`src/rtl/sar_search.sv`:
```
// sar_search: SAR-style binary-search initiator driving a magnitude comparator's b operand.
// Optional probe counter output enabled by defining SAR_PROBE_CNT_EN.
module sar_search #(
  parameter int WIDTH = 4
) (
  input  logic             clk,
  input  logic             rst,
  input  logic             start,
  output logic [WIDTH-1:0] guess,
  input  logic             gr,
  input  logic             ls,
  input  logic             eq,
  output logic             busy,
  output logic             done,
  output logic             found,
  output logic             err,
  output logic [WIDTH-1:0] result
`ifdef SAR_PROBE_CNT_EN
  ,output logic [$clog2(WIDTH+2)-1:0] probes
`endif
);
  localparam logic [1:0] IDLE  = 2'd0;
  localparam logic [1:0] PROBE = 2'd1;
  localparam logic [1:0] DONE  = 2'd2;
  logic [1:0]       state_q, state_d;
  logic [WIDTH-1:0] lo_q, lo_d, hi_q, hi_d, result_q, result_d, mid;
  logic             found_q, found_d, err_q, err_d;
  logic [WIDTH:0]   sum;
  // midpoint at WIDTH+1 bits so lo+hi never wraps
  assign sum    = {1'b0, lo_q} + {1'b0, hi_q};
  assign mid    = WIDTH'(sum >> 1);
  assign busy   = state_q == PROBE;
  assign done   = state_q == DONE;
  assign guess  = busy ? mid : '0;
  assign found  = found_q;
  assign err    = err_q;
  assign result = result_q;
  always_comb begin
    state_d  = state_q;
    lo_d     = lo_q;
    hi_d     = hi_q;
    found_d  = found_q;
    err_d    = err_q;
    result_d = result_q;
    if (state_q == IDLE && start) begin
      state_d  = PROBE;
      lo_d     = '0;
      hi_d     = '1;
      found_d  = 1'b0;
      err_d    = 1'b0;
      result_d = '0;
    end else if (state_q == PROBE) begin
      if (!$onehot({gr, ls, eq}) || (gr && mid == hi_q) || (ls && mid == lo_q)) begin
        err_d   = 1'b1;
        state_d = DONE;
      end else if (eq) begin
        result_d = mid;
        found_d  = 1'b1;
        state_d  = DONE;
      end else if (gr) begin
        lo_d = mid + WIDTH'(1);
      end else begin
        hi_d = mid - WIDTH'(1);
      end
    end else if (state_q == DONE) begin
      state_d = IDLE;
    end
  end
  always_ff @(posedge clk) begin
    if (rst) begin
      state_q  <= IDLE;
      lo_q     <= '0;
      hi_q     <= '1;
      found_q  <= 1'b0;
      err_q    <= 1'b0;
      result_q <= '0;
    end else begin
      state_q  <= state_d;
      lo_q     <= lo_d;
      hi_q     <= hi_d;
      found_q  <= found_d;
      err_q    <= err_d;
      result_q <= result_d;
    end
  end
`ifdef SAR_PROBE_CNT_EN
  localparam int PW = $clog2(WIDTH+2);
  logic [PW-1:0] probes_q;
  assign probes = probes_q;
  always_ff @(posedge clk) begin
    if (rst || (state_q == IDLE && start)) probes_q <= '0;
    else if (state_q == PROBE) probes_q <= probes_q + PW'(1);
  end
`endif
endmodule

```
`config.mk`:
```
export PLATFORM = sky130hd
export DESIGN_NAME = sar_search
export DESIGN_NICKNAME = d
export VERILOG_FILES = /design/src/rtl/sar_search.sv
export SDC_FILE = /design/constraint.sdc
export NUM_CORES = 1
export LEC_CHECK = 0
export CAP_MARGIN = 10
export CORE_MARGIN = 4
export CORE_UTILIZATION = 65
export CTS_CLUSTER_SIZE = 25
export DETAILED_ROUTE_END_ITERATION = 10
export DONT_BUFFER_PORTS = 1
export PLACE_DENSITY = 0.81
export SYNTH_ARGS = -nofsm -noshare
export SYNTH_HDL_FRONTEND = slang
export SYNTH_SLANG_ARGS = --single-unit
```
`constraint.sdc`:
```
create_clock -name clk -period 4.3 [get_ports clk]
set_clock_uncertainty 0.2 [all_clocks]
set_input_delay 0.645 -clock clk [delete_from_list [all_inputs] [get_ports clk]]
set_output_delay 0.645 -clock clk [all_outputs]
set_load 0.1 [all_outputs]
```
After elaboration in Yosys (flattened, before gate mapping):

Cells that the tools add are included.
W data, S select, Z words.

* output and inout port bits: 12
* register bits after elaboration: 16
* word-level logic and storage cells: 44
* bits of input ports: 6

* multiplexer cells: 6
* bitwise logic cells: 3
* $add $sub $neg: 5
* reduce and logical (&&, ||, !) cells: 16
* equal/unequal tests: 7

Operators by type and width (number)
* $eq A4 B4 Y1: 2
* $mux W2: 4
* $reduce_and A4 Y1: 2
* $reduce_and A2 Y1: 3
* $add A4 B4 Y5: 1
* $add A4 B1 Y4 const B: 1
* $eq A2 B1 Y1 const B: 2
* $mux W4: 1
* $ne A4 B2 Y1 const B: 1
* $sub A4 B1 Y4 const B: 1
* $logic_and A1 B1 Y1: 3
* $ne A3 B2 Y1 const B: 1
* $not A1 Y1: 3
* $reduce_and A3 Y1: 1
* $reduce_bool A3 Y1: 1
* $add A1 B1 Y2: 1
* $add A2 B1 Y2: 1
* $eq A2 B2 Y1 const B: 1
* $logic_not A2 Y1: 1
* $logic_or A1 B1 Y1: 2
* $reduce_bool A2 Y1: 1
* $reduce_or A2 Y1: 1
* $logic_not A1 Y1: 1
* $mux W1: 1

Logic depth before layout (Yosys ltp):

Gate-level depths: netlist of the first run.

* depth after elaboration: 9
* gate-level depth with buffers: 9
* mapped depth without buffers: 8

Least setup slack after synthesis of the first run:

Ideal clock, no wire load.

* path type: reg2out
* start point: reg state_q[1]
* end point: out guess[1]
* required time: 3455 ps
* buffers on the path: 0
* stages on the path, launching flop included: 5
* slack: 679 ps
* arrival: 2776 ps
* cell sequence: dfxtp_1 inv_1 ha_1 inv_1 nor2_1

* cells in the longest elaborated chain, start to end: 2

Ends and longest elaborated chain
* start: declaration: RTL line 25 `logic [1:0] state_q, state_d;`
* start signal: assignment: RTL line 78 `state_q <= state_d;`
* $eq A2 B1 Y1: RTL line 32 `assign busy = state_q == PROBE;`
* net busy: RTL line 13 `output logic busy,`
* $mux W4: RTL line 34 `assign guess = busy ? mid : '0;`
* end: declaration: RTL line 9 `output logic [WIDTH-1:0] guess,`

The timed path passes the listed nets, and every way through them passes these cells.

Worst setup path after layout of the first run:

* start point: reg hi_q[1]
* end point: out guess[2]

* cells in the longest elaborated chain, start to end: 2

Ends and longest elaborated chain
* start: declaration: RTL line 26 `logic [WIDTH-1:0] lo_q, lo_d, hi_q, hi_d, result_q, result_d, mid;`
* start signal: assignment: RTL line 80 `hi_q <= hi_d;`
* $add A4 B4 Y5: RTL line 30 `assign sum = {1'b0, lo_q} + {1'b0, hi_q};`
* $mux W4: RTL line 34

No other way between the ends.

==> flow_metrics.tcl, run 1 <==
set metrics [dict create \
    status "finished, final reports clean" \
    relSlewSlack 0.345 \
    die_width_um 49.9 \
    die_area_um2 2490 \
    rsz0062_at_grt "no" \
    fin_setup_tns_ps 0 \
    hold_viol_final 0 \
    critPathMaxFanout 8 \
    viasPerCell 6.16 \
    place_congestion 0.800 \
    peakVddDrop_v 0.000320 \
    power.density_nw_per_um2 438 \
    port_buffers 0 \
    ant_nets 0 \
    core.rowCount 14 \
    clkLatencyLatePin_ps 290 \
    crit_arrival_ps 2270 \
    dr.pass1.iters 4 \
    grt_pass1_wl_um 4060 \
    synth-main-ff-cell "dfxtp_1" \
    reg2reg_from "hi_q[0]$_SDFFE_PP1P_" \
    wl_um 2370 \
    grt.total_usage 0.212 \
    cts_buffers 3 \
    ctsHoldBuffers 0 \
    yosysUniqueCellTypes 38 \
    clock_sinks 16 \
    netlist_instances 127 \
    fmaxAchievable_mhz 321 \
    overflow 0 \
    synth_top_area_frac 0.280 \
    period_share 0.725 \
    startpoint "hi_q[1]$_SDFFE_PP1P_" \
    wire_per_inst_um 16.0 \
    ctsHtreeMaxLevel 1 \
    finalNetCount 149 \
    maxSlewViolCount 0 \
    avgSynthCellArea_um2 8.99 \
    synth_nets 143 \
    cts_buffer_depth 2 \
    grt_pass1_vias 915 \
    io_pins 18 \
    diodes 0 \
    final_layout_size_suffix_gt1_frac 0.182 \
    postSynth.asyncResetShare 0 \
    grt_antenna_before_repair 0 \
    synth.cells.most_frequent "dfxtp_1, nor2_1, nand2_1" \
    vias 912 \
    cp.required_ps 3450 \
    synth_seq_cells 16 \
    core_area_um2 1580 \
    start_util 0.725 \
    final_cells 148 \
    leakage_nw 0.455 \
    post-route-min-period_ps 3120 \
    first_iter_violations 31 \
    drc 0 \
    start_kind "flip-flop" \
    root_buffer "clkbuf_4" \
    grt_max_degree 15 \
    post_cts_buffers 0 \
    max-cap-violations 0 \
    cts_tree "done" \
    ys_seq_area_frac 0.280 \
    placed_cells 144 \
    cts_resized 0 \
    synth_area_um2 1140 \
    critPathCaptureType "output port" \
    worst_slew_pin_slew_ps 981 \
    synthTopCellsByArea "dfxtp_1, ha_1, mux2i_1" \
    syn2layout_area_growth_pct 7.01 \
    post-dp-hpwl_um 1900 \
    clk_pin_slew_ps 90 \
    synth.most_common_cell "dfxtp_1" \
    critical_path_class "flip-flop to output port" \
    setup_viol 0 \
    die_h_um 49.9 \
    hold_path_startpoint "rst" \
    yosysWarnings 0 \
    synth_edf_count 0 \
    yosys.area.top_type "dfxtp_1" \
    fillers 120 \
    hp-class "primary input to flip-flop" \
]
==> layout by cell type, fill, tap and decap left out, types with 2 or more instances in the layout <==
cell and instances:
dfxtp_1 16, nand2_1 12, inv_1 10, nor2_1 10, xnor2_1 8, ha_1 8
mux2i_1 7, xor2_1 5, o31ai_1 5, buf_4 5, nor2_2 4, a21oi_1 4
o311ai_0 4, clkbuf_4 3, nand2b_1 2, nor4_2 2, nand3_1 2, or4_4 2
a31oi_1 2, fa_1 2
==> layer usage <==
| layer | up-vias | global-route usage | wire length, um |
|---|---|---|---|
| met1 | 414 | 0.243 | 998 |
| met5 | - | 0 | 0 |
| li1 | 457 | - | - |
| met4 | 0 | 0.0783 | 57 |
| met2 | 33 | 0.366 | 1180 |
| met3 | 8 | 0.0633 | 138 |
==> power by group <==
group          internal (mW)  switching [mW]  total (mW)
Sequential             0.158          0.0285       0.187
Combinational         0.0548           0.198       0.253
Clock                 0.0516          0.0446      0.0962
==> logic make-up (layout without fill, tap and decap cells) <==
| family | count (synthesis) | count (layout) | share of synthesized area |
|---|---|---|---|
| simple gates | 41 | 41 | 0.198 |
| compound gates | 23 | 23 | 0.157 |
| flops | 16 | 16 | 0.280 |
| buf+inv | 15 | 20 | 0.0570 |
| xor+xnor | 14 | 14 | 0.114 |
| fa+ha+maj | 10 | 10 | 0.123 |
| mux | 8 | 8 | 0.0712 |
==> final cells by class <==
cell class              count  area [um^2]  area share
repair buffers              5         37.5      0.0307
inverters                  11         41.3      0.0338
flip-flops and latches     16          320       0.262
multi-input cells          96          767       0.627
well taps                  16         20.0      0.0164
clock buffers               4         36.3      0.0297
==> worst max-delay path: stages, from the launching register on <==
cell and delay (ps):
dfxtp_1 340, ha_1 280, a31o_1 270, a21oi_4 210, xor2_1 600, nor2_2 40
buf_4 250
==> sequential cells by signal, summed over array words and instances, names as in the netlist <==
name	flops
lo_q	4
err	1
found	1
result	4
state_q	2
hi_q	4
==> per-stage QoR <==
| step | total power, mW | hold slack, ps | util | setup slack, ps | instance area, um^2 |
|---|---|---|---|---|---|
| 3_3_place_gp | 0.436 | 296 | 0.752 | 1440 | 1190 |
| 5_1_grt | 0.558 | 203 | 0.775 | 1050 | 1220 |
| 6_report | 0.536 | 221 | 0.775 | 1180 | 1220 |
| 3_5_place_dp | 0.441 | 294 | 0.752 | 1300 | 1190 |
| 2_1_floorplan | 0.395 | 264 | - | 679 | 1140 |
| 4_1_cts | 0.538 | 213 | 0.775 | 1190 | 1220 |
==> final timing paths <==
check | to | slack [ps] | cells past startpoint
max | guess[2] | 1180 | 6
min | state_q[0]$_SDFFE_PP0P_ | 220 | 1
max reg2reg | lo_q[1]$_SDFFE_PP0P_ | 1280 | 8
min reg2reg | lo_q[2]$_SDFFE_PP0P_ | 300 | 2
Power figures use the tool's default switching activity.
==> inputs of run 2 (changes only) <==
--- a/config.mk
+++ b/config.mk
@@ -6,12 +6,13 @@
 export NUM_CORES = 1
 export LEC_CHECK = 0
 export CAP_MARGIN = 10
+export CORE_ASPECT_RATIO = 0.7
 export CORE_MARGIN = 4
-export CORE_UTILIZATION = 65
+export CORE_UTILIZATION = 61
 export CTS_CLUSTER_SIZE = 25
 export DETAILED_ROUTE_END_ITERATION = 10
 export DONT_BUFFER_PORTS = 1
-export PLACE_DENSITY = 0.81
+export PLACE_DENSITY = 0.77
 export SYNTH_ARGS = -nofsm -noshare
 export SYNTH_HDL_FRONTEND = slang
 export SYNTH_SLANG_ARGS = --single-unit
==> constraint.sdc (replaced) <==
create_clock -name clk -period 3.1 [get_ports clk]
set_clock_uncertainty 0.2 [all_clocks]
set_input_delay 0.465 -clock clk [delete_from_list [all_inputs] [get_ports clk]]
set_output_delay 0.465 -clock clk [all_outputs]
set_load 0.1 [all_outputs]
==> run 2 against run 1 <==
Against the previous run:
- final area grew 7.4%
- count of clock-buffer cells in the layout decreased by 1
- worst hold slack worse by 180 ps
- combinational power rose by 58%
- register-to-register slack worse by 1000 ps
- critical endpoint is now hi_q[2]$_SDFFE_PP1P_
- critical path type is now flip-flop to flip-flop
- cell count increased by 5.4%
- largest cell class unchanged
- clock power is 13% higher
==> flow_metrics.tcl, run 2 (synthesis results as in run 1) <==
set metrics [dict create \
    status "finished, final reports clean" \
    peakVddDrop_v 0.000755 \
    hold_viol_final 0 \
    post_cts_buffers 0 \
    syn2layout_area_growth_pct 14.9 \
    diodes 0 \
    fin_setup_tns_ps 0 \
    grt.total_usage 0.227 \
    total_power_uw 768 \
    die_width_um 59.7 \
    worst_slew_pin_slew_ps 983 \
    hold_path_startpoint "rst" \
    multi_input_area_um2 785 \
    port_buffers 0 \
    rsz0062_at_grt "no" \
    io_pins 18 \
    setup_viol 0 \
    critPathCaptureType "flip-flop" \
    drc 0 \
    startpoint "hi_q[1]$_SDFFE_PP1P_" \
    reg2reg_from "hi_q[1]$_SDFFE_PP1P_" \
    ctsHtreeMaxLevel 1 \
    hold_path_depth 1 \
    post-dp-hpwl_um 2030 \
    maxSlewViolCount 0 \
    post-route-min-period_ps 2850 \
    start_util 0.679 \
    vias 947 \
    finalNetCount 153 \
    cts_buffers 3 \
    core.rowCount 12 \
    grt_pass1_vias 930 \
    netSwitchingPower_uw 387 \
    hp-class "primary input to flip-flop" \
    period_share 0.921 \
    p_int_uw 381 \
    swShare 0.504 \
    viasPerCell 6.07 \
    core_area_um2 1680 \
    cts_buffer_depth 2 \
    overflow 0 \
    max-cap-violations 0 \
    p_clk_frac 0.141 \
    die_h_um 44.2 \
    clock_sinks 16 \
    crit_arrival_ps 2830 \
    root_buffer "clkbuf_4" \
    critical_path_class "flip-flop to flip-flop" \
    wire_per_inst_um 16.8 \
    cp.required_ps 3080 \
    dr.pass1.iters 4 \
    seq_area_um2 320 \
    fmaxAchievable_mhz 350 \
    layout_commonest_cell "dfxtp_1" \
    wl_um 2620 \
    leakage_nw 0.483 \
    die_area_um2 2640 \
    cts_tree "done" \
    fillers 124 \
    final_cell_mix "dfxtp_1, nand2_1, inv_1, nor2_1" \
    grt_antenna_before_repair 0 \
    grt_pass1_wl_um 4420 \
    power_frac_comb 0.520 \
    power.density_nw_per_um2 585 \
    start_kind "flip-flop" \
    grt_max_degree 15 \
    relSlewSlack 0.344 \
    place_congestion 0.871 \
    clk_pin_slew_ps 80 \
    seqPwrFrac 0.338 \
    first_iter_violations 54 \
    worstRegToRegCells 8 \
    final_layout_size_suffix_gt1_frac 0.200 \
    ant_nets 0 \
    clkLatencyLatePin_ps 290 \
    critPathMaxFanout 8 \
]
==> run 2: timing repair <==
item | CTS | global route
gates resized for setup | 0 | 2
endpoints found under the hold margin | 0 | 0
endpoints found under the setup margin | 0 | 10
hold buffers | 0 | 0
==> run 2: metrics by stage <==
stage	utilization	setup WS, ps	cell area (um^2)	instances	hold WS (ps)
floorplan	-	-341	1140	127	264
global placement	0.757	286	1270	153	286
detailed placement	0.757	129	1270	153	301
CTS	0.770	113	1290	156	36.6
global route	0.781	85.2	1310	156	27.1
finish	0.781	246	1310	156	39.0
==> run 2: routing by layer <==
layer | vias up | track usage | share of wire
li1 | 466 | - | -
met1 | 452 | 0.308 | 0.49
met2 | 27 | 0.353 | 0.45
met3 | 2 | 0.0671 | 0.050
met4 | 0 | 0.0531 | 0.0050
met5 | - | 0 | 0
==> run 2: area by class of cell <==
class | count | share of cell area
clock buffer | 3 | 0.0172
sequential | 16 | 0.244
timing repair buffer | 9 | 0.0896
tap | 21 | 0.0200
inverter | 11 | 0.0315
multi-input combinational | 96 | 0.598
==> run 2: critical path, stage by stage (launching register included) <==
cell	delay (ps)
dfxtp_1	370
inv_1	100
fa_1	460
xor2_2	370
inv_2	110
xnor2_1	200
or4_4	570
and4_4	230
mux2i_1	120
==> run 2: power groups by stage <==
stage	Clock, mW	Sequential [mW]	Combinational (mW)
floorplan	0	0.261	0.287
global placement	0	0.263	0.393
detailed placement	0	0.264	0.397
CTS	0.111	0.260	0.398
global route	0.122	0.261	0.420
finish	0.109	0.260	0.400
==> run 2: final timing paths <==
kind	to	slack, ps
worst max-delay path	hi_q[2]$_SDFFE_PP1P_	250
worst min-delay path	state_q[0]$_SDFFE_PP0P_	40
worst max register to register	hi_q[2]$_SDFFE_PP1P_	250
worst min register to register	lo_q[2]$_SDFFE_PP0P_	310
==> inputs of run 3 (changes only) <==
--- a/config.mk
+++ b/config.mk
@@ -9,10 +9,11 @@
 export CORE_ASPECT_RATIO = 0.7
 export CORE_MARGIN = 4
 export CORE_UTILIZATION = 61
+export CTS_BUF_LIST = sky130_fd_sc_hd__clkbuf_16
 export CTS_CLUSTER_SIZE = 25
 export DETAILED_ROUTE_END_ITERATION = 10
 export DONT_BUFFER_PORTS = 1
-export PLACE_DENSITY = 0.77
+export PLACE_DENSITY = 0.76
 export SYNTH_ARGS = -nofsm -noshare
 export SYNTH_HDL_FRONTEND = slang
 export SYNTH_SLANG_ARGS = --single-unit
==> run 3 against run 2 <==
Against the previous run:
- fmax shrank 0.28%
- sequential cell count is the same
- clock power grew 130%
- critical path depth is the same
- non-clock buffer count shrank 1
- sequential power is essentially flat
- setup slack lost 8.0 ps
- count of clock-buffer cells in the layout is the same
- die area is the same
==> flow_metrics.tcl, run 3 (synthesis results as in run 1) <==
set metrics [dict create \
    status "finished, final reports clean" \
    grt_pass1_vias 884 \
    vias 938 \
    dpl_cell_area_um2 1260 \
    cp.required_ps 3030 \
    post-dp-hpwl_um 1940 \
    first_iter_violations 45 \
    critPathMaxFanout 8 \
    start_kind "flip-flop" \
    rsz0062_at_grt "no" \
    hp-class "primary input to flip-flop" \
    grt_pass1_wl_um 4330 \
    wl_met3_um 274 \
    io_pins 18 \
    crit_arrival_ps 2790 \
    grt_antenna_before_repair 0 \
    diodes 0 \
    drc 0 \
    viasPerCell 6.01 \
    ctsHoldBuffers 0 \
    holdPathEnd "state_q[0]$_SDFFE_PP0P_" \
    dr_wl_met2_um 1120 \
    final_layout_size_suffix_gt1_frac 0.193 \
    rr_endpoint "hi_q[1]$_SDFFE_PP1P_" \
    grt.total_usage 0.223 \
    ant_nets 0 \
    maxSlewViolCount 0 \
    syn2layout_area_growth_pct 19.2 \
    critPathCaptureType "flip-flop" \
    period_share 0.923 \
    worst_slack_ps 238 \
    relSlewSlack 0.341 \
    cts_buffers 3 \
    core_area_um2 1680 \
    clock_sinks 16 \
    fmaxAchievable_mhz 349 \
    wl_met1_um 1200 \
    die_h_um 44.2 \
    top_layer "met4" \
    critical_path_class "flip-flop to flip-flop" \
    dr.pass1.iters 4 \
    clk_pin_slew_ps 50 \
    power.density_nw_per_um2 671 \
    die_width_um 59.7 \
    grt_max_degree 15 \
    worstRegToRegCells 8 \
    root_buffer "clkbuf_16" \
    worst_slew_pin_slew_ps 988 \
    finalNetCount 152 \
    reg2reg_slack_ps 240 \
    wire_per_inst_um 16.8 \
    port_buffers 0 \
    clkLatencyLatePin_ps 250 \
    max-cap-violations 0 \
    wl_um 2620 \
    ctsHtreeMaxLevel 1 \
    hold_viol_final 0 \
    cts_buffer_depth 2 \
    reg2reg_from "lo_q[1]$_SDFFE_PP0P_" \
    peakVddDrop_v 0.000685 \
    dp_slack_ps 199 \
    overflow 0 \
    core.rowCount 12 \
    setup_viol 0 \
    post-route-min-period_ps 2860 \
    leakage_nw 0.503 \
    cts_tree "done" \
    hold_path_depth 1 \
    layout_commonest_cell "dfxtp_1" \
    hold_path_startpoint "rst" \
    final_cell_mix "dfxtp_1, nand2_1, inv_1, nor2_1" \
    start_util 0.679 \
    die_area_um2 2640 \
    place_congestion 0.877 \
    final_area_um2 1360 \
]
## run 3: repair_timing
item / in CTS / in global routing
resized for setup: 0 / 2
setup buffers: 0 / 0
endpoints found under the setup margin: 0 / 10
## run 3: final cells by class
cell class | instances | area (um^2)
Timing Repair Buffer | 8 | 110
Clock inverter | 1 | 3.75
Inverter | 11 | 41.3
Clock buffer | 3 | 75.1
Tap cell | 21 | 26.3
Fill cell | 101 | 320
Multi-Input combinational cell | 96 | 785
Sequential cell | 16 | 320
## run 3: per-stage QoR
step / power [mW] / TNS, ps / hold slack [ps] / instances / util
after global routing: 0.951 / 0 / 79.0 / 156 / 0.810
after CTS: 0.914 / 0 / 84.4 / 156 / 0.799
after detailed placement: 0.659 / 0 / 298 / 152 / 0.752
after global placement: 0.655 / 0 / 286 / 152 / 0.752
final: 0.914 / 0 / 84.8 / 156 / 0.810
after floorplan: 0.548 / -1360 / 264 / 127 / -
## run 3: how the worst max path moves through the flow
| stage | from | end | slack (ps) | depth (start not counted) |
|---|---|---|---|---|
| floorplan | state_q[1]$_SDFFE_PP0P_ | guess[1] | -340 | 4 |
| global placement | lo_q[1]$_SDFFE_PP0P_ | lo_q[1]$_SDFFE_PP0P_ | 290 | 8 |
| detailed placement | lo_q[1]$_SDFFE_PP0P_ | lo_q[1]$_SDFFE_PP0P_ | 200 | 8 |
| CTS | lo_q[1]$_SDFFE_PP0P_ | lo_q[1]$_SDFFE_PP0P_ | 160 | 8 |
| global route | lo_q[1]$_SDFFE_PP0P_ | lo_q[1]$_SDFFE_PP0P_ | 10 | 8 |
| finish | lo_q[1]$_SDFFE_PP0P_ | hi_q[1]$_SDFFE_PP1P_ | 240 | 8 |
## run 3: critical path: stages, from the launching register on
cell	delay, ps
dfxtp_1	340
inv_1	100
fa_1	490
xor2_2	360
inv_2	130
xnor2_1	200
or4_4	560
and4_4	240
mux2i_1	130
## run 3: power by group
| part | leakage, nW | switching [mW] | internal (mW) |
|---|---|---|---|
| Clock | 0.0385 | 0.0819 | 0.171 |
| Combinational | 0.335 | 0.284 | 0.116 |
| Sequential | 0.130 | 0.0402 | 0.220 |
| Total | 0.503 | 0.406 | 0.507 |
## run 3: metal layers
metal  up-vias  GRT usage
li1        462          -
met1       427      0.319
met2        42      0.313
met3         7     0.0875
met4         0     0.0531
met5         -          0
